<file path="src/rtl/tagger_mc_pkg.sv">
// tagger_mc_pkg: command codes and handshake states shared by the tagger DAQ
package tagger_mc_pkg;
  localparam logic [3:0] CMD_START      = 4'h1;
  localparam logic [3:0] CMD_STOP       = 4'h2;
  localparam logic [3:0] CMD_RESET_TIME = 4'h3;
  localparam logic [3:0] CMD_CLEAR_OVF  = 4'h4;
  typedef enum logic [1:0] {IDLE, PRESENT, WAIT_REL} hs_state_e;
endpackage

</file>
<file path="src/rtl/tagger_fifo.sv">
// tagger_fifo: synchronous event FIFO with flush; a write into a full FIFO is accepted when a pop happens in the same cycle
// Ports: clk/rst (async, active-high), flush_i empties, wr_i/din_i push, rd_i pops,
// dout_o head word (combinational), full_o/empty_o flags, level_o occupancy.
module tagger_fifo #(
  parameter int W     = 8,
  parameter int DEPTH = 16
) (
  input  logic                     clk,
  input  logic                     rst,
  input  logic                     flush_i,
  input  logic                     wr_i,
  input  logic [W-1:0]             din_i,
  input  logic                     rd_i,
  output logic [W-1:0]             dout_o,
  output logic                     full_o,
  output logic                     empty_o,
  output logic [$clog2(DEPTH):0]   level_o
);
  localparam int AW = $clog2(DEPTH);
  logic [W-1:0]  mem_q [DEPTH];
  logic [AW-1:0] wp_q, rp_q;
  logic [AW:0]   lvl_q;
  logic          do_wr, do_rd;
  assign full_o  = lvl_q == (AW+1)'(DEPTH);
  assign empty_o = lvl_q == '0;
  assign do_rd   = rd_i & ~empty_o;
  assign do_wr   = wr_i & (~full_o | do_rd);
  assign dout_o  = mem_q[rp_q];
  assign level_o = lvl_q;
  always_ff @(posedge clk or posedge rst)
    if (rst) begin
      wp_q  <= '0;
      rp_q  <= '0;
      lvl_q <= '0;
    end else if (flush_i) begin
      wp_q  <= '0;
      rp_q  <= '0;
      lvl_q <= '0;
    end else begin
      wp_q  <= wp_q + AW'(do_wr);
      rp_q  <= rp_q + AW'(do_rd);
      lvl_q <= lvl_q + (AW+1)'(do_wr) - (AW+1)'(do_rd);
    end
  always_ff @(posedge clk)
    if (do_wr && !flush_i) mem_q[wp_q] <= din_i;
endmodule

</file>
<file path="src/rtl/multi_tagger_daq.sv">
// multi_tagger_daq: multi-channel edge tagger with timestamped event FIFO and host handshake
// Ports: clk_50 clock, reset async active-high; ch_in raw channels; cmd_code/cmd_valid commands;
// h2f_ack_evt/f2h_notify_evt host handshake; evt_ts/evt_mask/evt_seq presented event;
// enable_acq, fifo_level, ovf_cnt status.
// Build option: define TAGGER_OVF_CNT_EN to count dropped events and honour CLEAR_OVF.
module multi_tagger_daq import tagger_mc_pkg::*; #(
  parameter int N_CH       = 3,
  parameter int TS_W       = 48,
  parameter int FIFO_DEPTH = 16
) (
  input  logic                          clk_50,
  input  logic                          reset,
  input  logic [N_CH-1:0]               ch_in,
  input  logic [3:0]                    cmd_code,
  input  logic                          cmd_valid,
  input  logic                          h2f_ack_evt,
  output logic                          f2h_notify_evt,
  output logic [TS_W-1:0]               evt_ts,
  output logic [N_CH-1:0]               evt_mask,
  output logic [15:0]                   evt_seq,
  output logic                          enable_acq,
  output logic [$clog2(FIFO_DEPTH):0]   fifo_level,
  output logic [15:0]                   ovf_cnt
);
  localparam int W = 16 + N_CH + TS_W;
`ifdef TAGGER_OVF_CNT_EN
  localparam bit OVF_EN = 1'b1;
`else
  localparam bit OVF_EN = 1'b0;
`endif
  logic [N_CH-1:0] s1_q, s2_q, s3_q, ev_mask_q, rise, evt_mask_q;
  logic [TS_W-1:0] ts_q, ev_ts_q, evt_ts_q;
  logic [15:0]     seq_q, ev_seq_q, evt_seq_q, ovf_q;
  logic            en_q, ev_vld_q, form, drop, full, empty, load, pop;
  logic            c_start, c_stop, c_rst, c_clr;
  logic [W-1:0]    head;
  hs_state_e       st_q, st_d;
  assign c_start = cmd_valid && cmd_code == CMD_START;
  assign c_stop  = cmd_valid && cmd_code == CMD_STOP;
  assign c_rst   = cmd_valid && cmd_code == CMD_RESET_TIME;
  assign c_clr   = cmd_valid && cmd_code == CMD_CLEAR_OVF;
  assign rise    = s2_q & ~s3_q;
  // enable_acq only drops the cycle after a STOP strobe, so a coincident edge is still formed
  assign form    = en_q && |rise && !c_rst;
  assign drop    = ev_vld_q && full && !pop && !c_rst;
  always_ff @(posedge clk_50 or posedge reset)
    if (reset) begin
      s1_q      <= '0;
      s2_q      <= '0;
      s3_q      <= '0;
      ts_q      <= '0;
      en_q      <= 1'b0;
      seq_q     <= '0;
      ev_vld_q  <= 1'b0;
      ev_mask_q <= '0;
      ev_ts_q   <= '0;
      ev_seq_q  <= '0;
      ovf_q     <= '0;
    end else begin
      s1_q      <= ch_in;
      s2_q      <= s1_q;
      s3_q      <= s2_q;
      ts_q      <= c_rst ? '0 : ts_q + TS_W'(1);
      en_q      <= c_start ? 1'b1 : c_stop ? 1'b0 : en_q;
      seq_q     <= c_rst ? '0 : seq_q + 16'(form);
      ev_vld_q  <= form;
      ev_mask_q <= rise;
      ev_ts_q   <= ts_q;
      ev_seq_q  <= seq_q;
      ovf_q     <= (c_clr && OVF_EN) ? '0 : (drop && OVF_EN && ovf_q != 16'hFFFF) ? ovf_q + 16'd1 : ovf_q;
    end
  tagger_fifo #(.W(W), .DEPTH(FIFO_DEPTH)) u_fifo (
    .clk     (clk_50),
    .rst     (reset),
    .flush_i (c_rst),
    .wr_i    (ev_vld_q),
    .din_i   ({ev_seq_q, ev_mask_q, ev_ts_q}),
    .rd_i    (pop),
    .dout_o  (head),
    .full_o  (full),
    .empty_o (empty),
    .level_o (fifo_level)
  );
  always_ff @(posedge clk_50 or posedge reset)
    if (reset) begin
      st_q       <= IDLE;
      evt_ts_q   <= '0;
      evt_mask_q <= '0;
      evt_seq_q  <= '0;
    end else begin
      st_q <= st_d;
      if (load) begin
        evt_seq_q  <= head[W-1 -: 16];
        evt_mask_q <= head[TS_W +: N_CH];
        evt_ts_q   <= head[TS_W-1:0];
      end
    end
  // a RESET_TIME strobe flushes the FIFO, so the head must not be presented or kept presented
  always_comb begin
    st_d = st_q;
    case (st_q)
      IDLE:     st_d = (!empty && !h2f_ack_evt && !c_rst) ? PRESENT : IDLE;
      PRESENT:  st_d = c_rst ? IDLE : h2f_ack_evt ? WAIT_REL : PRESENT;
      WAIT_REL: st_d = h2f_ack_evt ? WAIT_REL : IDLE;
      default:  st_d = IDLE;
    endcase
  end
  always_comb begin
    f2h_notify_evt = st_q == PRESENT;
    load           = st_q == IDLE && st_d == PRESENT;
    pop            = st_q == PRESENT && h2f_ack_evt;
  end
  assign evt_ts     = evt_ts_q;
  assign evt_mask   = evt_mask_q;
  assign evt_seq    = evt_seq_q;
  assign enable_acq = en_q;
  assign ovf_cnt    = ovf_q;
endmodule

</file>
<file path="config.mk">
export PLATFORM = sky130hd
export DESIGN_NAME = multi_tagger_daq
export DESIGN_NICKNAME = d
export VERILOG_FILES = /design/src/rtl/tagger_mc_pkg.sv /design/src/rtl/tagger_fifo.sv /design/src/rtl/multi_tagger_daq.sv
export SDC_FILE = /design/constraint.sdc
export NUM_CORES = 1
export LEC_CHECK = 0
export ABC_AREA = 0
export BUFFER_PORTS_ARGS = -buffer_cell sky130_fd_sc_hd__buf_2
export CAP_MARGIN = 30
export CORE_AREA = 2 2 298 300
export DETAILED_ROUTE_END_ITERATION = 8
export DIE_AREA = 0 0 300 302
export PLACE_DENSITY = 0.75
export SLEW_MARGIN = 25
export SYNTH_ARGS = -nofsm -noshare
export SYNTH_HDL_FRONTEND = slang
export SYNTH_SLANG_ARGS = --single-unit
</file>
<file path="constraint.sdc">
create_clock -name clk_50 -period 8.7 [get_ports clk_50]
set_input_delay 0.87 -clock clk_50 [delete_from_list [all_inputs] [get_ports clk_50]]
set_output_delay 0.87 -clock clk_50 [all_outputs]
set_load 0.005 [all_outputs]
</file>
==> results.md, run 1 <==
* Status: complete, no violations
* Fin Setup TNS at 0 ps
* Fin nets at 2,468
* CP arrival at 4170 ps
* Compound-Gate Fraction of Synth Area at 3.04%
* RR Startpoint: u_fifo.level_o[2]
* CTS resizes at 0
* RSZ-0062 raised after global routing: false
* Htree depth at 3
* Pin slew with the least headroom to its limit at 962 ps
* Port buffer count at 84
* Post-synthesis area per instance at 21.0 um2
* Clock Latency Late Sink at 700 ps
* WL final at 105,000 um
* Antenna Nets Post-Route at 0
* Share of cells above drive strength 1 at 26.6%
* CTS Hold Bufs at 0
* Synthesis-to-layout area growth at 12.4%
* Post-synth EDFFs at 1,072
* Initial antenna violation count at 1
* Worst R2R Path Depth at 7
* I/O Pins at 101
* Top-count cell post-synth: edfxtp_1
* DR pass1 iterations at 9
* Wire per inst at 28.4 um
* Clock Path Buffers at 3
* Top cells by area, synth: edfxtp_1 (66%), mux4_2 (12%), dfrtp_1 (12%), o22ai_1 (1.7%), mux2_2 (1.6%)
* # diodes at 0
* Adder-Cell Fraction of Synth Area at 0.376%
* CP max FO at 62
* CP required at 9240 ps
* Final Hold Fails at 0
* Max-Cap Viols at 0
* Vias at 23,700
* Total CTS buffers at 117
* Placed instance area at 50,400 um2
* Multiplexer share of the synthesized area at 14.0%
* Leak Pwr at 18.2 nW
* Die H at 302 um
* Min Tclk post-route at 3630 ps
* Final slew viol count at 0
* Post-synth ARST share at 17.3%
* Clock sink count at 1,296
* Register area share after synthesis at 77.9%
* Chip width at 300 um
* DRC violations left at 0
* # rows at 109
* Critical path endpoint category: flop
* Initial DRC Count at 2,848
* Pwr Density at 332 nW/um2
* Largest family of logic cells by synthesized area: multiplexers
* Post-Route Utilization at 62.3%
* FMAX at 276 MHz
* TritonCTS clock tree: done
* Most common library cells after synthesis: edfxtp_1 (1,072), mux4_2 (268), dfrtp_1 (224)
* Post-synthesis cell type count at 49
* Detailed placement HPWL at 53,500 um
* Clock root cell: clkbuf_16
* First-pass GRT wire length at 157,000 um
* Post-CTS setup buffers at 0
* Clock Skew at 29.0 ps
* Simple-gate area share of the yosys netlist at 2.48%
* Initial core utilization at 55.4%
* Pin count of the biggest net entering global routing at 164
* Syn Inst Count at 2,312
* Synth Cell Area at 48,500 um2
* Type of the worst min-delay path: input pin to async pin
* Flops & latches, synth at 1,296
* GR Util All Layers at 23.4%
* Ys Warns at 0
* Clock slew at reported path FFs at 60 ps
* GR Overflow Total at 0
* Top-area cell type share of the netlist area at 66.3%
* Critical R2R Capture: u_fifo.mem_q[10][44]
* Worst slew margin at 35.9%
* Top_reg_cell synth: edfxtp_1
* WS Path Type: input pin to flop
* Die area at 90,600 um2
* Vias per inst at 6.38
* Final instance area at 54,600 um2
* Vias in the first global route at 24,700
* Peak VDD IR at 0.000235 V
* Startpoint Class: input pin
* FF-to-FF setup slack at 5130 ps
* Area leader, netlist: edfxtp_1
* # setup viols final at 0
* Final cycle utilization of the critical path at 41.7%
* Routability cong. at 0.767
* XOR/XNOR share of the synthesized area at 0.830%
* Core ar. at 87,600 um2
## worst max-delay path by stage
stage,start,to,slack [ps],depth (start not counted)
after global routing,cmd_code[3],seq_q[14],4840,11
after CTS,u_fifo.rp_q[0],evt_seq[3],4940,6
after floorplan,cmd_valid,u_fifo.mem_q[3][0],60,5
after global placement,cmd_code[3],seq_q[14],4620,11
after detailed placement,cmd_code[3],seq_q[14],4470,11
final,cmd_code[3],seq_q[14],5070,11
## sequential cells by signal, summed over array words and instances (netlist names), 4 cells and up
signal / count
u_fifo.level_o: 5
evt_ts: 48
u_fifo.wp_q: 4
ev_ts_q: 48
seq_q: 16
ev_seq_q: 16
evt_seq: 16
u_fifo.mem_q: 1072
u_fifo.rp_q: 4
ts_q: 48
## power breakdown
group | internal, mW | leakage (nW) | switching, mW
combinational | 1.96 | 3.66 | 2.18
sequential | 7.87 | 12.6 | 0.762
clock | 3.11 | 1.97 | 2.21
## placed cells by master (no fill, tap or decap), types with 7 or more instances in the layout
master and instances:
a21oi_1 91, and3_1 12, nor2_1 55, clkbuf_16 119
xor2_1 35, or3_1 15, nor3_1 7, conb_1 16
clkbuf_8 15, nand2_1 19, bufinv_16 16, clkbuf_1 27
ha_1 13, o21ai_0 18, xnor2_1 11, buf_6 7
clkinv_1 18, clkinv_2 18, mux4_2 268, dfrtp_1 221
nand3_1 28, nand4_1 21, buf_2 84, and2_1 10
inv_1 13, mux2_2 67, edfxtp_1 1072, nor2_4 9
buf_4 28, o22ai_1 134
## layer usage
layer	GRT usage (%)	vias to the layer above	part of all wire [%]	routed length [um]
met5	0	-	0	0
met3	3.75	198	7.3	7680
met1	32.4	12600	39	41000
li1	-	9727	-	-
met4	7.24	0	2.4	2520
met2	39.0	1112	51	54300
## critical path, stage by stage
cell,delay (ps)
buf_2,100
nor4bb_1,710
and2_2,470
buf_4,650
nor3_1,180
ha_1,280
ha_1,250
and4_1,200
nand4_1,130
xor2_1,170
nor2_1,60
## through the flow
stage	instances	power [mW]	setup WS [ps]	hold slack, ps
after floorplan	2327	11.4	57.3	331
after global placement	3480	12.6	4620	336
after detailed placement	3484	12.8	4470	336
after CTS	3705	18.2	4940	266
after global routing	3710	18.8	4840	161
final	3710	18.1	5070	160
## cell families (layout without fill, tap and decap cells)
group           after synthesis  after routing
mux                         335            335
xor+xnor                     46             46
compound gates              254            254
fa+ha+maj                    14             14
buf+inv                     147            365
flops                      1296           1296
other cells                   1             16
simple gates                219            219
## final cells by class
| class | count | area, um2 |
|---|---|---|
| multi-input combinational | 884 | 10300 |
| clock buffer | 161 | 3290 |
| clock inverter | 60 | 724 |
| sequential | 1296 | 37800 |
| inverter | 14 | 60.1 |
| timing repair buffer | 130 | 967 |
| tap | 1165 | 1460 |
| fill | 5667 | 33000 |
(Power assumes the default switching activity.)
==> run 2, diff against run 1 <==
- CORE_AREA: 2 2 298 300 -> 2 2 283 285
- DIE_AREA: 0 0 300 302 -> 0 0 285 287
- PLACE_DENSITY: 0.75 -> 0.79
- clock period: 8.7 -> 3.6 ns (I/O delays scaled with it)
==> results.md, run 2 (synthesis gave the netlist of run 1 again) <==
* Status: complete, no violations
* Port buffer count at 84
* RSZ-0062 raised after global routing: false
* Initial core utilization at 61.7%
* Post-Route Utilization at 70.0%
* Wire per inst at 31.6 um
* Comb pwr share at 23.5%
* Antenna Nets Post-Route at 0
* RR Startpoint: st_q[1]
* FMAX at 326 MHz
* Chip width at 285 um
* Initial DRC Count at 3,337
* Internal at 31.5 mW
* Leak Pwr at 18.4 nW
* Share of cells above drive strength 1 at 28.1%
* Clock Skew at 30.5 ps
* Peak VDD IR at 0.000496 V
* Type of the worst min-delay path: input pin to flop
* Final cycle utilization of the critical path at 85.2%
* CP arrival at 3420 ps
* CP endpoint: u_fifo.mem_q[7][66]
* Core ar. at 78,600 um2
* I/O Pins at 101
* Crit path launch: st_q[1]
* CTS Hold Bufs at 6
* Die area at 81,800 um2
* CP max FO at 21
* DRC violations left at 0
* Pin count of the biggest net entering global routing at 154
* Pin slew with the least headroom to its limit at 1030 ps
* Fin Setup TNS at 0 ps
* Vias in the first global route at 26,200
* Leading cell type in the layout, fill and taps excluded: edfxtp_1
* Vias at 25,100
* Detailed placement HPWL at 55,800 um
* Clock Path Buffers at 3
* Sequential power share at 47.2%
* WS Path Type: flop to flop
* Routability cong. at 0.762
* FF/Latch Area at 37,800 um2
* FF-to-FF setup slack at 530 ps
* Final Hold Fails at 0
* # rows at 103
* Worst slew margin at 30.7%
* WL final at 115,000 um
* Post-CTS setup buffers at 0
* Clock Latency Late Sink at 700 ps
* P_sw at 13.1 mW
* Worst R2R Path Depth at 6
* Fin nets at 2,499
* Layout filler cell count at 4,357
* Pwr Density at 811 nW/um2
* Min Tclk post-route at 3070 ps
* Clock sink count at 1,296
* GR Util All Layers at 28.5%
* Clock root cell: clkbuf_16
* Vias per inst at 6.91
* Htree depth at 3
* Multi-input gate area in the final layout at 10,300 um2
* Initial antenna violation count at 1
* Most frequent cells in the layout: edfxtp_1 (1,072), mux4_2 (268), dfrtp_1 (221)
* GR Overflow Total at 0
* First-pass GRT wire length at 170,000 um
* # setup viols final at 0
* Clk pwr share at 29.3%
* Startpoint Class: flop
* CP required at 3950 ps
* Critical path endpoint category: flop
* Critical R2R Capture: u_fifo.mem_q[7][66]
* Synthesis-to-layout area growth at 13.4%
* Max-Cap Viols at 0
* DR pass1 iterations at 5
* TritonCTS clock tree: done
* Final setup margin at 533 ps
* Die H at 287 um
* Final slew viol count at 0
* CTS resizes at 0
* Biggest register: u_fifo.mem_q
* WHS Path Cells at 4
* Total CTS buffers at 118
* Pre-CTS WS at 483 ps
* Sw frac at 29.4%
* Largest register FFs at 1,072
* Clock slew at reported path FFs at 60 ps
run 2: cell count changes in the layout (fill, tap and decap cells not counted), moves of 4 or more:
cell / change
dlygate4sd3_1: +6
clkbuf_8: -4
buf_12: +25
buf_6: -7
clkinv_1: -8
buf_4: +9
clkinvlp_4: +8
clkbuf_1: -8
clkinv_2: +15
run 2: metal layers:
layer,GRT usage [%],share of wire (%),vias to the layer above
met5,0,0,-
met4,9.87,3.2,0
met3,4.93,9.7,282
met2,47.0,50,1772
met1,39.3,37,13200
li1,-,-,9793
run 2: power groups by stage:
| stage | Clock [mW] | Sequential (mW) | Combinational, mW |
|---|---|---|---|
| global route | 13.7 | 21.3 | 11.1 |
| CTS | 13.2 | 21.0 | 10.5 |
| global placement | 0 | 21.0 | 9.91 |
| floorplan | 0 | 20.4 | 7.19 |
| detailed placement | 0 | 21.2 | 10.2 |
| finish | 13.1 | 21.1 | 10.5 |
run 2: worst max-delay path, cell delays in order, from the launching register on:
cell	delay, ps
dfrtp_1	420
nand3b_1	210
a41o_4	360
nor2_1	140
nand3b_1	300
nor2_4	820
buf_4	460
run 2: final cells by class:
cell class | count | area share [%]
Antenna cell | 1 | 0.00455
Clock buffer | 151 | 5.91
Clock inverter | 75 | 1.52
Inverter | 14 | 0.102
Multi-Input combinational cell | 884 | 18.7
Sequential cell | 1296 | 68.7
Tap cell | 1050 | 2.39
Timing Repair Buffer | 160 | 2.61
run 2: how the worst min path moves through the flow:
stage	startpoint	end	slack (ps)
6_report	cmd_code[1]	enable_acq	50
5_1_grt	cmd_code[3]	enable_acq	110
4_1_cts	cmd_code[1]	enable_acq	30
3_5_place_dp	s1_q[1]	s2_q[1]	340
3_3_place_gp	s1_q[0]	s2_q[0]	330
2_1_floorplan	s1_q[0]	s2_q[0]	330
run 2: through the flow:
step	total power, mW	hold WS (ps)	area [um2]	cells
after floorplan	27.6	331	48600	2327
after global placement	30.9	334	50800	3394
after detailed placement	31.4	337	50800	3397
after CTS	44.7	27.8	55000	3629
after global routing	46.0	108	55000	3630
final	44.6	52.1	55000	3631
==> run 3, diff against run 2 <==
- RECOVER_POWER: not set -> 50
==> results.md, run 3 (synthesis gave the netlist of run 1 again) <==
* Status: finished with violations
* Failing checks: max-capacitance violations, max-slew violations
* WS Path Type: flop to flop
* CP max stage cell: nor2_4
* Leak Pwr at 18.4 nW
* Placed insts at 3,397
* CTS resizes at 0
* Max-Cap Viols at 2
* Final Hold Fails at 0
* CP arrival at 3420 ps
* Most frequent cells in the layout: edfxtp_1 (1,072), mux4_2 (268), dfrtp_1 (221)
* Total CTS buffers at 118
* Final slew viol count at 80
* Min Tclk post-route at 3070 ps
* Post-Route Utilization at 70.0%
* Synthesis-to-layout area growth at 13.3%
* Port buffer count at 84
* FMAX at 326 MHz
* Worst R2R Path Depth at 6
* CP max FO at 21
* Detailed placement HPWL at 55,800 um
* Met3 WL at 11,000 um
* Final cycle utilization of the critical path at 85.2%
* Initial core utilization at 61.7%
* Fin nets at 2,499
* Share of cells above drive strength 1 at 28.1%
* Pin count of the biggest net entering global routing at 154
* Antenna Nets Post-Route at 0
* Clock Path Buffers at 3
* Clock Latency Late Sink at 700 ps
* Vias per inst at 6.90
* WHS at 52.1 ps
* Worst slew margin at -80.2%
* Initial DRC Count at 3,336
* Largest register FFs at 1,072
* Routability cong. at 0.762
* Startpoint Class: flop
* TritonCTS clock tree: done
* Crit-path cells: nand3b_1 -> a41o_4 -> nor2_1 -> nand3b_1 -> nor2_4 -> buf_4
* Biggest register: u_fifo.mem_q
* CP required at 3950 ps
* Final Instance Count excl. Fillers at 3,631
* Vias at 25,100
* Die H at 287 um
* First-pass GRT wire length at 170,000 um
* WHS Path Cells at 4
* Pin slew with the least headroom to its limit at 2700 ps
* Core ar. at 78,600 um2
* Die area at 81,800 um2
* # rows at 103
* Max incr delay on CP at 820 ps
* Pre-CTS WS at 483 ps
* DR pass1 iterations at 6
* WL final at 115,000 um
* GR Util All Layers at 28.5%
* GR Overflow Total at 0
* Vias in the first global route at 26,200
* # setup viols final at 0
* Clock root cell: clkbuf_16
* Peak VDD IR at 0.000496 V
* Leading cell type in the layout, fill and taps excluded: edfxtp_1
* Placed instance area at 50,800 um2
* Highest routed layer: met4
* Final instance area at 55,000 um2
* I/O Pins at 101
* DRC violations left at 0
* Clock slew at reported path FFs at 60 ps
* Type of the worst min-delay path: input pin to flop
* Final setup margin at 534 ps
* Fin Setup TNS at 0 ps
* Routed length on met1 at 42,200 um
* Chip width at 285 um
* CP most frequent cell: nand3b_1
* Met2 Wirelength at 57,900 um
* Clock sink count at 1,296
* Clock Skew at 30.6 ps
* Pwr Density at 811 nW/um2
* Initial antenna violation count at 1
* Htree depth at 3
* RSZ-0062 raised after global routing: false
* PnR Total Power at 44.6 mW
* Critical path endpoint category: flop
* Wire per inst at 31.6 um
==> run 3: cell types whose count changed in the layout (fill, tap and decap cells not counted) <==
| cell | before | now |
|---|---|---|
| dlymetal6s4s_1 | 0 | 1 |
| clkbuf_1 | 19 | 20 |
| buf_12 | 31 | 30 |
| buf_4 | 37 | 36 |
==> run 3: area by class of cell <==
class                           count  area (um2)
Fill cell                        4361       23600
Tap cell                         1050        1310
Clock buffer                      151        3250
Inverter                           14        56.3
Sequential cell                  1296       37800
Multi-Input combinational cell    884       10300
Antenna cell                        1        2.50
Timing Repair Buffer              160        1420
Clock inverter                     75         838
==> run 3: critical path: cells and delay by family (launching register included) <==
kind	cells	cell delay [ps]
buffers and inverters	1	460
and+or+nand+nor	4	1470
AOI/OAI and AO/OA	1	360
DFF	1	420
==> run 3: repair_timing <==
action                                  in CTS  in global routing
endpoints found under the hold margin       78                  0
hold buffers                                 6                  0
setup buffers                                0                  0
endpoints found under the setup margin       0                  0
==> run 3: path summary, 6_finish.rpt <==
path	start	endpoint	slack, ps
setup / recovery	st_q[1]	u_fifo.mem_q[7][66]	530
max in group asynchronous	reset	evt_ts[0]	580
min in group asynchronous	reset	evt_ts[43]	400
hold reg to reg	s1_q[2]	s2_q[2]	350
hold / removal	cmd_code[1]	enable_acq	50
setup reg to reg	st_q[1]	u_fifo.mem_q[7][66]	530
==> run 3: power breakdown <==
group | switching, mW | internal (mW)
sequential | 2.06 | 19.0
combinational | 5.50 | 4.97
clock | 5.58 | 7.49
total | 13.1 | 31.5
==> run 3: metal layers <==
layer	up-vias	GRT usage [%]
met5	-	0
met4	0	9.87
met3	283	4.93
met2	1758	47.0
met1	13200	39.3
li1	9793	-
